[src/rtl/univ_shift_reg.sv]
`default_nettype none
// +--------------------------------------------------------------------------+
// | Module : univ_shift_reg                                                  |
// | Desc   : WIDTH-bit universal shift register with autonomous burst engine.|
// |          Optional PARITY output enabled by defining USR_PARITY_EN.       |
// | Rev    : 1.0  initial release                                            |
// +--------------------------------------------------------------------------+
module univ_shift_reg #(
    parameter int WIDTH = 8,
    parameter int CNT_W = $clog2(WIDTH + 1)
) (
    input  logic             CLK,
    input  logic             RESET,
    input  logic             EN,
    input  logic [2:0]       MODE,
    input  logic [WIDTH-1:0] D,
    input  logic             SIN,
    input  logic             START,
    input  logic [CNT_W-1:0] COUNT,
    output logic [WIDTH-1:0] Q,
    output logic             SOUT,
    output logic             BUSY,
    output logic             DONE
`ifdef USR_PARITY_EN
    ,
    output logic             PARITY
`endif
);

    localparam logic [0:0] S_IDLE = 1'b0;
    localparam logic [0:0] S_RUN  = 1'b1;

    localparam logic [2:0] c_hold = 3'b000;
    localparam logic [2:0] c_load = 3'b001;
    localparam logic [2:0] c_shl  = 3'b010;
    localparam logic [2:0] c_shr  = 3'b011;
    localparam logic [2:0] c_rotl = 3'b100;
    localparam logic [2:0] c_rotr = 3'b101;
    localparam logic [2:0] c_ashr = 3'b110;
    localparam logic [2:0] c_clr  = 3'b111;

    localparam logic [CNT_W-1:0] c_width = CNT_W'(WIDTH);
    localparam logic [CNT_W-1:0] c_one   = CNT_W'(1);
    localparam logic [CNT_W-1:0] c_zero  = '0;

    logic [0:0]       r_state;
    logic [0:0]       w_state_next;
    logic [WIDTH-1:0] r_q;
    logic             r_sout;
    logic             r_done;
    logic [CNT_W-1:0] r_cnt;
    logic [2:0]       r_mode;

    logic             w_mode_burstable;
    logic             w_start_acc;
    logic [CNT_W-1:0] w_cnt_clamped;
    logic             w_last_shift;
    logic             w_do_op;
    logic             w_done_set;
    logic [2:0]       w_op_mode;
    logic [WIDTH-1:0] w_q_next;
    logic             w_sout_next;

    assign w_mode_burstable = (MODE >= c_shl) && (MODE <= c_ashr);
    assign w_start_acc      = (r_state == S_IDLE) && START && w_mode_burstable;
    assign w_cnt_clamped    = (COUNT > c_width) ? c_width : COUNT;
    assign w_last_shift     = (r_state == S_RUN) && EN && (r_cnt == c_one);
    // The accepting edge only captures the burst; shifting starts next edge.
    assign w_do_op          = EN && (((r_state == S_IDLE) && !w_start_acc) || (r_state == S_RUN));
    assign w_done_set       = (w_start_acc && (w_cnt_clamped == c_zero)) || w_last_shift;

    always_comb begin
        w_op_mode   = (r_state == S_RUN) ? r_mode : MODE;
        w_q_next    = r_q;
        w_sout_next = r_sout;
        case (w_op_mode)
            c_hold: w_q_next = r_q;
            c_load: w_q_next = D;
            c_shl: begin
                w_q_next    = {r_q[WIDTH-2:0], SIN};
                w_sout_next = r_q[WIDTH-1];
            end
            c_shr: begin
                w_q_next    = {SIN, r_q[WIDTH-1:1]};
                w_sout_next = r_q[0];
            end
            c_rotl: begin
                w_q_next    = {r_q[WIDTH-2:0], r_q[WIDTH-1]};
                w_sout_next = r_q[WIDTH-1];
            end
            c_rotr: begin
                w_q_next    = {r_q[0], r_q[WIDTH-1:1]};
                w_sout_next = r_q[0];
            end
            c_ashr: begin
                w_q_next    = {r_q[WIDTH-1], r_q[WIDTH-1:1]};
                w_sout_next = r_q[0];
            end
            c_clr: begin
                w_q_next    = '0;
                w_sout_next = 1'b0;
            end
            default: w_q_next = r_q;
        endcase
    end

    // State register
    always_ff @(posedge CLK) begin
        if (RESET) begin
            r_state <= S_IDLE;
        end else begin
            r_state <= w_state_next;
        end
    end

    // Next-state logic
    always_comb begin
        w_state_next = r_state;
        case (r_state)
            S_IDLE: begin
                if (w_start_acc && (w_cnt_clamped != c_zero)) begin
                    w_state_next = S_RUN;
                end
            end
            S_RUN: begin
                if (w_last_shift) begin
                    w_state_next = S_IDLE;
                end
            end
            default: w_state_next = S_IDLE;
        endcase
    end

    // Output logic
    always_comb begin
        Q    = r_q;
        SOUT = r_sout;
        BUSY = (r_state == S_RUN);
        DONE = r_done;
    end

    always_ff @(posedge CLK) begin
        if (RESET) begin
            r_q    <= '0;
            r_sout <= 1'b0;
            r_done <= 1'b0;
            r_cnt  <= '0;
            r_mode <= 3'b000;
        end else begin
            r_done <= w_done_set;
            if (w_do_op) begin
                r_q    <= w_q_next;
                r_sout <= w_sout_next;
            end
            if (w_start_acc) begin
                r_mode <= MODE;
                r_cnt  <= w_cnt_clamped;
            end else if ((r_state == S_RUN) && EN) begin
                r_cnt <= r_cnt - c_one;
            end
        end
    end

`ifdef USR_PARITY_EN
    logic r_parity;

    always_ff @(posedge CLK) begin
        if (RESET) begin
            r_parity <= 1'b0;
        end else if (w_do_op) begin
            r_parity <= ^w_q_next;
        end
    end

    assign PARITY = r_parity;
`endif

endmodule
`default_nettype wire

[config.mk]
export PLATFORM = sky130hd
export DESIGN_NAME = univ_shift_reg
export DESIGN_NICKNAME = d
export VERILOG_FILES = /design/src/rtl/univ_shift_reg.sv
export SDC_FILE = /design/constraint.sdc
export NUM_CORES = 1
export LEC_CHECK = 0
export ABC_AREA = 1
export CORE_UTILIZATION = 35
export DETAILED_ROUTE_END_ITERATION = 10
export PLACE_DENSITY = 0.64
export SYNTH_ARGS = -nofsm -noshare
export SYNTH_HDL_FRONTEND = slang
export SYNTH_SLANG_ARGS = --single-unit
export TNS_END_PERCENT = 5
[constraint.sdc]
create_clock -name CLK -period 1.32 [get_ports CLK]
set_input_delay 0.264 -clock CLK [delete_from_list [all_inputs] [get_ports CLK]]
set_output_delay 0.264 -clock CLK [all_outputs]
set_load 0.02 [all_outputs]
; Word level (Yosys, flattened, before mapping)
; Cells that the tools add are included.
[totals]
out_inout_bits = 11
register_bits = 18
[classes]
n_mux = 9
n_eq_ne = 8
magnitude_cmp = 3
add_sub_neg = 1
bitwise_logic = 3
reduce_logical = 22
[ops]
columns = cell, count
row1 = case mux 8 bit (7 select lines), 1
row2 = equality test 3 bit (second input constant), 4
row3 = 2-to-1 mux 4 bit, 3
row4 = logical AND 1 bit, 9
row5 = equality test 3 x 2 -> 1 bit (second input constant), 2
row6 = equality test 4 x 1 -> 1 bit (second input constant), 1
row7 = greater-than comparator 4 bit (second input constant), 1
row8 = zero test 4 bit, 1
row9 = AND reduction 2 bit, 2
row10 = nonzero test 4 bit, 1
row11 = subtractor 4 x 1 -> 4 bit (second input constant), 1
row12 = equality test 3 x 1 -> 1 bit (second input constant), 1
row13 = >= comparator 3 x 2 -> 1 bit (second input constant), 1
row14 = less-or-equal comparator 3 bit (second input constant), 1
row15 = zero test 3 bit, 1
row16 = 2-to-1 mux 3 bit, 1
row17 = inverter 1 bit, 3
row18 = case mux 1 bit (3 select lines), 1
row19 = AND reduction 3 bit, 1
row20 = nonzero test 3 bit, 1
row21 = OR reduction 3 bit, 1
row22 = logical OR 1 bit, 2
row23 = 2-to-1 mux 1 bit, 2
row24 = case mux 1 bit (2 select lines), 1
row25 = other kinds (3), 3

; Logic depth before layout (Yosys ltp)
; Gate-level depths: netlist of the first run.
[logic_depth]
word_depth = 8
ltp_mapped = 11
mapped_depth_nobuf = 10

; Worst setup path before layout of the first run
; Ideal clock, no wire load.
[synth_timing]
kind = register to register
startpoint = register r_state, in the netlist BUSY
endpoint = register r_q[4], in the netlist Q[4]
setup_time_ps = 133
required_ps = 1187
period_less_slack_ps = 1498
setup_slack_ps = -178
n_path_buf = 2
stages_incl_launch_ff = 12
arrival_time_ps = 1364
cell_sequence = dfxtp_1 -> buf_6 -> nand2_2 -> nand2_2 -> nand2_2 -> inv_2 -> nand2_4 -> nand3_4 -> buf_6 -> nor2_2 -> nand2_1 -> a21oi_2
[synth_between]
elab_chain_cells = 8
elab_cells_between_ends = 19
classes_between = 7 x eq/ne / 2 x mux / 2 x bitwise / 8 x reduce/logical
[synth_rtl]
columns = item, line
row1 = "start, declared", 46  ; logic [0:0] r_state;
row2 = "start signal, assigned", 112  ; r_state <= w_state_next;
row3 = "parallel branches: the longest is 8 deep, another holds case mux 8 bit (7 select lines)", -
row4 = "end signal, assigned", 152  ; r_q <= w_q_next;
row5 = "end, declared", 48  ; logic [WIDTH-1:0] r_q;
; Several ways; the timed one is not identified.
; A chain may end at the register's enable or synchronous reset.

; Worst setup path after layout of the first run
[layout_timing]
startpoint = register r_state, in the netlist BUSY
endpoint = register r_q[0], in the netlist Q[0]
; The elaborated chain is that of the path after synthesis.

==> out/results.ini, run 1 <==
[sta]
period_share = 1.15
tightest_slew_ns = 0.283
drv_slew = 0
clock_skew_ns = 0.0108
relSlewSlack = 0.809
clock.fmax_mhz = 660
finalCriticalPeriod_ns = 1.52
fin_tns_setup_ns = -1.87
rsz0062_at_grt = true
finalSetupViolCount = 14
finalHoldViolCount = 0
setup_ws_ns = -0.195

[die]
die_area_mm2 = 0.00367
row_count = 20
start_util = 0.381
io_pins = 31
die-height_um = 60.6
die_width_um = 60.6
fp.coreArea_mm2 = 0.00315

[drt]
avgViaCountPerCell = 5.01
dr_total_vias = 1399
postRouteAntennaNets = 0
routedWlPerCell_um = 12.4
wl_um = 3450
drt_pre_antenna_iters = 5
drt-initial-drc-count = 72
drc = 0

[setup_path]
slowest_delay_ns = 0.40
crit_fanout = 8
path_cells = buf_12 -> o21ai_4 -> inv_4 -> nand2_4 -> nand3_4 -> nor2_2 -> nand2_1 -> a21oi_1
crit_type = flop to flop
cp_data_required_time_ns = 1.57
arrival_ns = 1.77
crit_path_end_kind = flop
cpMaxStageDelayCell = dfxtp_4
start_kind = flop

[grt]
grtUsageTotal = 0.203
antenna_found_initial = 0
grt_max_degree = 15
grt_pass1_wl_um = 5660
first_global_vias = 1343
grt_overflow = 0

[placed_design]
place_area_mm2 = 0.00173
gp_congestion = 0.921
hpwl_um = 2620
pre_cts_slack_ns = -0.519
port_buffers = 30

[clock_network]
htree_levels = 1
clk_pin_slew_ns = 0.12
cts_tree = done
root_buffer = clkbuf_4
cts_max_path_buffers = 2
postCtsHoldBufs = 0
worstSkewPairLatency_ns = 0.31
cts_sinks = 18
cts_buffers = 3

[synth]
synth_nets = 200
avgSynthCellArea_um2 = 6.76
ys_ff_latch = 18
ys_warn_count = 0
ys_types = 30
syn-cell-area_mm2 = 0.00120
yosysSeqAreaShare = 0.300
postSynthCellCount = 178

[final_layout]
design_area_mm2 = 0.00180
final_common_cell = nand2_1
nFillCells = 307
area_delta_synth_final_pct = 49.8
most-common-layout-cells = nand2_1 (32), nand3_1 (27), buf_4 (25)
fin_nets = 258
final_util = 0.571
diodes = 0
drive_gt1_frac = 0.260

[power]
powerDensity_mw_per_mm2 = 922
p_total_mw = 1.66
cellLeakagePower_nw = 0.817
ir_drop_v = 0.000756

[run]
maxCapViolCount = 0

[status]
violations = setup timing
status = finished with violations

[min_path]
hold_path.class = flop to flop

## worst paths after layout
path              from        end  slack, ns  depth (start not counted)
max               BUSY       Q[0]      -0.20                          8
min          r_mode[0]  r_mode[0]       0.48                          2
max reg2reg       BUSY       Q[0]      -0.20                          8
min reg2reg  r_mode[0]  r_mode[0]       0.48                          2
## state kept, by name (all words and copies together) (netlist names)
name,cells
BUSY,1
Q,8
SOUT,1
DONE,1
r_cnt,4
r_mode,3
## cell families (layout without fill, tap and decap cells)
family                     Yosys count  in the layout  synth area share
xor gates and xnor gates             2              2            0.0146
buffers and inverters               22             78            0.0895
DFF                                 18             18             0.300
AOI/OAI and AO/OA                   32             32             0.168
and+or+nand+nor                    102            103             0.408
adders and majority gates            2              2            0.0208
## stage by stage
step | std cells | hold WS, ns
CTS | 277 | 0.490
floorplan | 178 | 0.436
global placement | 273 | 0.464
detailed placement | 273 | 0.473
finish | 279 | 0.483
global route | 279 | 0.534
## Yosys cell counts (all sizes together)
cell,instances,area share
nand2,43,0.16
nand3,28,0.13
nor2,25,0.084
dfxtp,18,0.30
inv,18,0.058
a21oi,15,0.072
o21ai,10,0.054
buf,3,0.028
nand4,3,0.021
o211ai,3,0.019
a211oi,2,0.012
a31oi,2,0.010
ha,2,0.021
clkbuf,1,0.0031
nor3,1,0.0042
nor4,1,0.0052
or2,1,0.0052
xnor2,1,0.0073
xor2,1,0.0073
## critical path, delay by kind of cell, from the launching register on
family | cells | cell delay [ns]
simple gates | 4 | 0.44
flops | 1 | 0.40
compound gates | 2 | 0.39
buf+inv | 2 | 0.22
## where the power goes
group	internal [mW]	leakage (nW)	switching, mW	total, mW
Combinational	0.301	0.647	0.379	0.680
Sequential	0.590	0.148	0.0314	0.621
Clock	0.169	0.0210	0.191	0.360
Total	1.06	0.817	0.602	1.66
## timing repair
item	CTS	global route
gates resized for setup	19	7
pin swaps	2	0
setup endpoints to repair	27	17
setup buffers	0	1
gates cloned	0	1
## metal layers
| metal | wire length [um] | global-route usage | vias to the layer above |
|---|---|---|---|
| li1 | - | - | 710 |
| met1 | 1520 | 0.246 | 647 |
| met2 | 1720 | 0.353 | 38 |
| met3 | 175 | 0.0512 | 4 |
| met4 | 32 | 0.0584 | 0 |
| met5 | 0 | 0 | - |
## layout make-up
| cell class | count | area [um2] | share of cell area |
|---|---|---|---|
| Timing Repair Buffer | 56 | 492 | 0.273 |
| Clock buffer | 4 | 36.3 | 0.0201 |
| Sequential cell | 18 | 364 | 0.202 |
| Tap cell | 44 | 55.1 | 0.0306 |
| Multi-Input combinational cell | 139 | 782 | 0.434 |
| Inverter | 18 | 72.6 | 0.0403 |
Power figures use the tool's default switching activity.
==> run 2: changes to the inputs <==
TNS_END_PERCENT = unset   (was 5)
==> run 2 against run 1 <==
The run still ends with setup timing left. Cell area rose by 8.5%. Critical path depth unchanged. Total power grew 5.6%. Clock skew decreased by 0.0040 ns. Cell count rose by 1.4%. Combinational power is 14% higher. Global-route usage is essentially flat.
==> out/results.ini, run 2 (same netlist as run 1, synthesis figures left out) <==
[sta]
fin_tns_setup_ns = -1.64
finalCriticalPeriod_ns = 1.47
finalSetupViolCount = 17
rsz0062_at_grt = true
period_share = 1.11
hold_ws_ns = 0.446
tightest_slew_ns = 0.355
relSlewSlack = 0.761
finalHoldViolCount = 0
clock_skew_ns = 0.00675
drv_slew = 0
setup_ws_ns = -0.145
clock.fmax_mhz = 683

[drt]
drc = 0
drt_pre_antenna_iters = 4
drt-initial-drc-count = 99
routedWlPerCell_um = 12.8
wl_um = 3630
postRouteAntennaNets = 0
dr_total_vias = 1445
avgViaCountPerCell = 5.11

[status]
status = finished with violations
violations = setup timing

[grt]
grt_max_degree = 15
first_global_vias = 1324
grt_overflow = 0
grtUsageTotal = 0.203
antenna_found_initial = 0
grt_pass1_wl_um = 5640

[die]
io_pins = 31
row_count = 20
start_util = 0.381
die-height_um = 60.6
die_width_um = 60.6
die_area_mm2 = 0.00367
fp.coreArea_mm2 = 0.00315

[setup_path]
cp_data_required_time_ns = 1.57
crit_path_end_kind = flop
rr_worst_depth = 8
cpMaxStageDelayCell = dfxtp_4
path_cells = buf_6 -> o21ai_4 -> inv_4 -> nand2_4 -> nand3_4 -> nor2_2 -> nand2_1 -> a21oi_2
slowest_delay_ns = 0.40
startpoint = BUSY
start_kind = flop
reg2reg_from = BUSY
crit_type = flop to flop
r2r_slack_ns = -0.15
arrival_ns = 1.71
reg2reg_to = Q[0]
crit_fanout = 8

[power]
powerDensity_mw_per_mm2 = 898
cellLeakagePower_nw = 0.870
ir_drop_v = 0.000590
p_total_mw = 1.75

[clock_network]
worstSkewPairLatency_ns = 0.30
postCtsHoldBufs = 0
root_buffer = clkbuf_4
htree_levels = 1
cts_tree = done
cts_max_path_buffers = 2
cts_buffers = 3
clk_pin_slew_ns = 0.11
cts_sinks = 18

[final_layout]
fin_nets = 262
design_area_mm2 = 0.00195
area_delta_synth_final_pct = 62.5
final_common_cell = nand2_1
most-common-layout-cells = nand2_1 (28), nand3_1 (26), buf_4 (25)
final_util = 0.620
largest_reg_flops = 8
drive_gt1_frac = 0.339
diodes = 0

[placed_design]
port_buffers = 30
place_area_mm2 = 0.00172
gp_congestion = 0.910
hpwl_um = 2520

[min_path]
hold_path.class = input pin to flop
min_path_cells = 4
min_to = r_mode[1]
hp-start = MODE[1]

[run]
maxCapViolCount = 0

-- run 2: changes by cell type in the layout (fill, tap and decap cells not counted), moves of 2 or more --
cell and delta:
nand2_8 +2, a21oi_2 +2, clkdlybuf4s50_1 -2, nor2_2 +3, inv_1 -3, buf_6 +4
nand2_4 +3, nor2_1 -4, a21oi_1 -2, nand2_1 -4, inv_2 +3
-- run 2: repair_timing --
action                     in CTS  in global routing
setup endpoints to repair      27                 19
gates resized for setup        30                 29
pin swaps                       5                  9
setup buffers                   3                  2
cloned                          1                  0
-- run 2: area by class of cell --
type | count | area, um2
fill | 288 | 1200
multi-input combinational | 139 | 888
timing repair buffer | 60 | 538
sequential | 18 | 364
inverter | 18 | 72.6
tap | 44 | 55.1
clock buffer | 4 | 36.3
-- run 2: how the worst max path moves through the flow --
stage | slack [ns] | to
2_1_floorplan | -0.03 | Q[4]
3_3_place_gp | -0.46 | r_cnt[0]
3_5_place_dp | -0.49 | Q[3]
4_1_cts | -0.13 | Q[3]
5_1_grt | -0.24 | Q[7]
6_report | -0.15 | Q[0]
-- run 2: metrics by stage --
stage / setup slack, ns / instances
final: -0.145 / 283
after global routing: -0.241 / 283
after CTS: -0.131 / 281
after detailed placement: -0.491 / 273
after global placement: -0.462 / 273
after floorplan: -0.0334 / 178
-- run 2: worst max-delay path: cells and delay by family, from the launching register on --
family	cells	cell delay, ns
flip-flops	1	0.40
AND/OR/NAND/NOR	4	0.45
buffers and inverters	2	0.23
AO/OA/AOI/OAI	2	0.33
-- run 2: routing by layer --
metal / vias up / GRT usage / routed length, um
met5: - / 0 / 0
met4: 0 / 0.0487 / 47
met3: 8 / 0.0426 / 213
met2: 52 / 0.356 / 1810
met1: 657 / 0.254 / 1560
li1: 728 / - / -
-- run 2: power by group --
part / internal [mW] / total [mW] / switching [mW]
Sequential: 0.590 / 0.624 / 0.0343
Clock: 0.168 / 0.355 / 0.187
Combinational: 0.345 / 0.775 / 0.431
